$ cat src/rtl/dmem_access_unit.sv
// Load/store responder: captures one request, runs the mem_resp handshake and aligns/extends data.
// Optional macro DMEM_TIMEOUT_EN aborts an access after TIMEOUT_CYCLES cycles without mem_resp.
module dmem_access_unit #(
    parameter int TIMEOUT_CYCLES = 1023
) (
    input  logic        clk,
    input  logic        rst,
    input  logic        req_read,
    input  logic        req_write,
    input  logic [2:0]  funct3,
    input  logic [31:0] addr,
    input  logic [31:0] wdata,
    output logic        stall_out,
    output logic [31:0] rdata_out,
    output logic        access_fault,
    output logic [31:0] mem_address,
    output logic        mem_read,
    output logic        mem_write,
    output logic [3:0]  mem_byte_enable,
    output logic [31:0] mem_wdata,
    input  logic [31:0] mem_rdata,
    input  logic        mem_resp
);

    typedef enum logic [1:0] {S_IDLE, S_REQ, S_DONE} state_t;

    state_t      state_q, state_d;
    logic        mem_read_q, mem_read_d;
    logic        mem_write_q, mem_write_d;
    logic        fault_q, fault_d;
    logic        is_write_q, is_write_d;
    logic [2:0]  funct3_q, funct3_d;
    logic [1:0]  lo_q, lo_d;
    logic [3:0]  be_q, be_d;
    logic [31:0] addr_q, addr_d;
    logic [31:0] wdata_q, wdata_d;
    logic [31:0] rdata_q, rdata_d;

`ifdef DMEM_TIMEOUT_EN
    localparam int CNT_W = $clog2(TIMEOUT_CYCLES + 1);
    logic [CNT_W-1:0] tmo_q, tmo_d;
`endif

    logic        req_any;
    logic        req_ok;
    logic [3:0]  be_new;
    logic [31:0] wdata_new;
    logic [7:0]  ld_byte;
    logic [15:0] ld_half;
    logic [31:0] ld_ext;

    assign req_any = req_read | req_write;

    // Write wins when both strobes arrive, so legality is judged against the store encodings.
    always_comb begin
        req_ok    = 1'b0;
        be_new    = 4'b1111;
        wdata_new = wdata;
        if (req_write) begin
            unique case (funct3)
                3'b000: begin
                    req_ok    = 1'b1;
                    be_new    = 4'b0001 << addr[1:0];
                    wdata_new = {4{wdata[7:0]}};
                end
                3'b001: begin
                    req_ok    = ~addr[0];
                    be_new    = 4'b0011 << addr[1:0];
                    wdata_new = {2{wdata[15:0]}};
                end
                3'b010:  req_ok = (addr[1:0] == 2'b00);
                default: req_ok = 1'b0;
            endcase
        end else begin
            unique case (funct3)
                3'b000, 3'b100: req_ok = 1'b1;
                3'b001, 3'b101: req_ok = ~addr[0];
                3'b010:         req_ok = (addr[1:0] == 2'b00);
                default:        req_ok = 1'b0;
            endcase
        end
    end

    always_comb begin
        ld_byte = mem_rdata[8*lo_q +: 8];
        ld_half = lo_q[1] ? mem_rdata[31:16] : mem_rdata[15:0];
        unique case (funct3_q)
            3'b000:  ld_ext = {{24{ld_byte[7]}}, ld_byte};
            3'b001:  ld_ext = {{16{ld_half[15]}}, ld_half};
            3'b100:  ld_ext = {24'h0, ld_byte};
            3'b101:  ld_ext = {16'h0, ld_half};
            default: ld_ext = mem_rdata;
        endcase
    end

    always_comb begin
        // NOTE: every *_d gets a default first so no path through the case infers a latch.
        state_d     = state_q;
        mem_read_d  = mem_read_q;
        mem_write_d = mem_write_q;
        fault_d     = 1'b0;
        is_write_d  = is_write_q;
        funct3_d    = funct3_q;
        lo_d        = lo_q;
        be_d        = be_q;
        addr_d      = addr_q;
        wdata_d     = wdata_q;
        rdata_d     = rdata_q;
`ifdef DMEM_TIMEOUT_EN
        tmo_d       = tmo_q;
`endif
        unique case (state_q)
            S_IDLE: begin
                if (req_any) begin
                    is_write_d = req_write;
                    funct3_d   = funct3;
                    lo_d       = addr[1:0];
                    addr_d     = {addr[31:2], 2'b00};
                    be_d       = be_new;
                    wdata_d    = wdata_new;
                    if (req_ok) begin
                        mem_read_d  = ~req_write;
                        mem_write_d = req_write;
                        state_d     = S_REQ;
`ifdef DMEM_TIMEOUT_EN
                        tmo_d       = '0;
`endif
                    end else begin
                        fault_d = 1'b1;
                        rdata_d = '0;
                        state_d = S_DONE;
                    end
                end
            end
            S_REQ: begin
                if (mem_resp) begin
                    mem_read_d  = 1'b0;
                    mem_write_d = 1'b0;
                    rdata_d     = is_write_q ? '0 : ld_ext;
                    state_d     = S_DONE;
                end
`ifdef DMEM_TIMEOUT_EN
                else if (tmo_q == CNT_W'(TIMEOUT_CYCLES - 1)) begin
                    mem_read_d  = 1'b0;
                    mem_write_d = 1'b0;
                    fault_d     = 1'b1;
                    rdata_d     = '0;
                    state_d     = S_DONE;
                end else begin
                    tmo_d = tmo_q + 1'b1;
                end
`endif
            end
            default: state_d = S_IDLE;
        endcase
    end

    // NOTE: state registers use non-blocking assignments so every flop samples pre-edge values.
    always_ff @(posedge clk) begin
        if (rst) begin
            state_q     <= S_IDLE;
            mem_read_q  <= 1'b0;
            mem_write_q <= 1'b0;
            fault_q     <= 1'b0;
            is_write_q  <= 1'b0;
            funct3_q    <= '0;
            lo_q        <= '0;
            be_q        <= '0;
            addr_q      <= '0;
            wdata_q     <= '0;
            rdata_q     <= '0;
`ifdef DMEM_TIMEOUT_EN
            tmo_q       <= '0;
`endif
        end else begin
            state_q     <= state_d;
            mem_read_q  <= mem_read_d;
            mem_write_q <= mem_write_d;
            fault_q     <= fault_d;
            is_write_q  <= is_write_d;
            funct3_q    <= funct3_d;
            lo_q        <= lo_d;
            be_q        <= be_d;
            addr_q      <= addr_d;
            wdata_q     <= wdata_d;
            rdata_q     <= rdata_d;
`ifdef DMEM_TIMEOUT_EN
            tmo_q       <= tmo_d;
`endif
        end
    end

    assign stall_out       = (state_q == S_REQ) || ((state_q == S_IDLE) && req_any);
    assign rdata_out       = rdata_q;
    assign access_fault    = fault_q;
    assign mem_address     = addr_q;
    assign mem_read        = mem_read_q;
    assign mem_write       = mem_write_q;
    assign mem_byte_enable = be_q;
    assign mem_wdata       = wdata_q;

endmodule

$ cat config.mk
export PLATFORM = sky130hd
export DESIGN_NAME = dmem_access_unit
export DESIGN_NICKNAME = d
export VERILOG_FILES = /design/src/rtl/dmem_access_unit.sv
export SDC_FILE = /design/constraint.sdc
export NUM_CORES = 1
export LEC_CHECK = 0
export ABC_AREA = 0
export BUFFER_PORTS_ARGS = -buffer_cell sky130_fd_sc_hd__buf_2
export CORE_ASPECT_RATIO = 1.25
export CORE_UTILIZATION = 50
export CTS_BUF_LIST = sky130_fd_sc_hd__clkbuf_2
export DETAILED_ROUTE_END_ITERATION = 6
export PLACE_DENSITY = 0.82
export SETUP_SLACK_MARGIN = 0.15
export SLEW_MARGIN = 20
export SYNTH_ARGS = -nofsm -noshare
export SYNTH_HDL_FRONTEND = slang
export SYNTH_SLANG_ARGS = --single-unit
$ cat constraint.sdc
create_clock -name clk -period 2.2 [get_ports clk]
set_clock_uncertainty 0.2 [all_clocks]
set_input_delay 0.22 -clock clk [delete_from_list [all_inputs] [get_ports clk]]
set_output_delay 0.22 -clock clk [all_outputs]
set_load 0.03 [all_outputs]
==> flow_metrics.env <==
export IMPL_cts_sinks=109
export IMPL_reg2reg_from="lo_q[1]"
export IMPL_outcome="finished clean"
export IMPL_slew_viol_final=0
export IMPL_utilization_pct=75.4
export IMPL_io_pins=208
export IMPL_fin_tns_setup_ns=0
export IMPL_synth_seq_cells=109
export IMPL_drc=0
export IMPL_fin_crit_ns=1.95
export IMPL_cp_max_fo=5
export IMPL_yosys_area_share_simple_pct=19.3
export IMPL_overflow=0
export IMPL_synthMuxAreaShare_pct=2.61
export IMPL_internal_power_mw=2.86
export IMPL_rrSetupSlack_ns=0.26
export IMPL_die_height_um=115
export IMPL_reg2regPathDepth=4
export IMPL_slowest_stage="dfxtp_4"
export IMPL_slew_headroom_pct=32.4
export IMPL_cts_root_buf="clkbuf_2"
export IMPL_drt_iter0_markers=394
export IMPL_r2r_end="rdata_out[10]"
export IMPL_numCtsBuffers=9
export IMPL_hold_path_class="input port to flip-flop"
export IMPL_drive_above_1_share_pct=31.2
export IMPL_power_density_nw_per_um2=622
export IMPL_first_global_vias=5471
export IMPL_p_comb_share_pct=34.1
export IMPL_htree_levels=3
export IMPL_rsz0062_at_grt="false"
export IMPL_maxCapViolations=0
export IMPL_vias=5790
export IMPL_wl_per_cell_um=16.8
export IMPL_synth_flop_cell="dfxtp_1"
export IMPL_slowest_delay_ns=0.44
export IMPL_yosysSeqAreaShare_pct=42.5
export IMPL_synth_fa_ha_area_share_pct=0
export IMPL_drt_total_wl_um=17300
export IMPL_grt_max_degree=69
export IMPL_syn_inst=612
export IMPL_period_share_pct=88.7
export IMPL_critPathArrivalTime_ns=1.53
export IMPL_crit_path_end="stall_out"
export IMPL_hpwlAfterDp_um=11000
export IMPL_drtPass1Iterations=5
export IMPL_synth_xor_area_share_pct=0
export IMPL_synth_cell_types=50
export IMPL_crit_chain="nor2_4, o21ai_4, nand2_1, buf_4"
export IMPL_p_sw_mw=1.74
export IMPL_synth_top_family_by_area="compound AO/OA/AOI/OAI gates"
export IMPL_ir_worst_vdd_mv=0.343
export IMPL_yosys_warnings=0
export IMPL_seq_power_share_pct=48.7
export IMPL_die_area_um2=10700
export IMPL_final_nets=1002
export IMPL_clk_pin_slew_ns=0.28
export IMPL_clockBufferDepth=2
export IMPL_start_util_pct=52.3
export IMPL_worstMarginPinSlew_ns=1.01
export IMPL_synthArstFlopShare_pct=0
export IMPL_p_leak_nw=3.35
export IMPL_crit_path_start="state_q[1]"
export IMPL_max_freq_mhz=512
export IMPL_fp_dieW_um=92.6
export IMPL_synth_compound_area_share_pct=30.2
export IMPL_clock_latency_ns=0.60
export IMPL_syn2layout_area_growth_pct=44.3
export IMPL_core_um2=9810
export IMPL_required_ns=1.78
export IMPL_drt_vias_per_instance=5.63
export IMPL_cp_start_kind="flip-flop"
export IMPL_tritoncts="done"
export IMPL_numPortBuffers=205
export IMPL_final_cell_mix="203 x buf_2, 115 x nand2_1, 106 x dfxtp_1"
export IMPL_path_class="flip-flop to output port"
export IMPL_antenna_found_initial=1
export IMPL_cp_end_kind="output port"
export IMPL_hold_viol=0
export IMPL_grt_usage_pct=31.5
export IMPL_synth_edf_count=0
export IMPL_final_common_cell="buf_2"
export IMPL_switching_share_pct=37.8
export IMPL_syn_mean_instance_area_um2=8.38
export IMPL_setup_viol=0
export IMPL_grt_first_pass_wirelength_um=26300
export IMPL_place_congestion=0.886
export IMPL_clock_power_share_pct=17.2
export IMPL_netlist_area_um2=5130
export IMPL_core_rowCount=40
export IMPL_ant_nets=0
==> flip-flops by register name (all words and copies together), names as in the netlist, 2 cells and up <==
register	flops
state_q	2
lo_q	2
mem_byte_enable	4
funct3_q	3
mem_wdata	32
mem_address	30
rdata_out	32
==> per-stage QoR <==
step,hold slack [ns],setup WS (ns),area [um2],power [mW],std cells
6_report,0.170,0.248,7400,4.60,1029
5_1_grt,0.119,0.155,7400,4.83,1029
4_1_cts,0.120,0.144,7370,4.58,1026
3_5_place_dp,0.242,0.138,6240,3.64,908
3_3_place_gp,0.240,0.221,6240,3.60,908
2_1_floorplan,0.156,0.372,5130,3.21,613
==> power groups by stage <==
stage	registers [mW]	clock network (mW)	logic, mW
5_1_grt	2.26	0.890	1.68
3_5_place_dp	2.27	0	1.37
4_1_cts	2.24	0.825	1.52
6_report	2.24	0.791	1.57
3_3_place_gp	2.26	0	1.34
2_1_floorplan	2.54	0	0.664
==> synthesized netlist by cell type (9+ instances only) <==
master	n	area, um2
nand2_1	115	432
o21ai_0	43	215
a21oi_1	81	405
nor2_1	38	143
a311oi_1	9	78.8
o2bb2ai_1	9	78.8
o31ai_4	9	191
a211oi_1	19	143
o31ai_2	10	125
nor2b_1	23	144
dfxtp_1	109	2180
clkbuf_1	38	143
==> worst max-delay path, delay by kind of cell, from the launching register on <==
family | cells | cell delay [ns]
AO/OA/AOI/OAI | 1 | 0.10
buffers and inverters | 1 | 0.16
flip-flops | 1 | 0.44
AND/OR/NAND/NOR | 2 | 0.23
==> layer usage <==
layer	global-route usage, %	wire (um)
met1	35.3	6510
met2	55.8	8700
met5	0	0
met3	4.89	1230
met4	19.9	886
==> logic make-up after synthesis <==
kind of cell / count (synthesis)
AOI/OAI and AO/OA: 218
and+or+nand+nor: 215
DFF: 109
buffers and inverters: 58
muxes: 11
other: 1
==> area by class of cell <==
cell class                 instances  area [um2]
fill                             682        2410
multi-input combinational        446        2710
antenna                            1        2.50
clock buffer                       9        45.0
sequential                       109        2190
clock inverter                     6        38.8
timing repair buffer             329        2240
tap                              126         158
inverter                           3        11.3
==> worst min path at each step <==
stage / endpoint / slack (ns) / cells after the start / from
floorplan: funct3_q[2] / 0.16 / 2 / funct3[2]
detailed placement: rdata_out[15] / 0.24 / 1 / rdata_out[15]
global route: mem_address[10] / 0.12 / 4 / addr[10]
global placement: mem_address[4] / 0.24 / 2 / mem_address[4]
CTS: mem_address[28] / 0.12 / 4 / addr[28]
finish: mem_address[10] / 0.17 / 4 / addr[10]
==> what timing repair did <==
item,in CTS,in global routing
hold buffers,103,0
endpoints found under the setup margin,2,14
pin swaps,0,1
buffers inserted,0,2
resized for setup,7,3
gates cloned,0,0
endpoints found under the hold margin,107,0
Power figures use the tool's default switching activity.
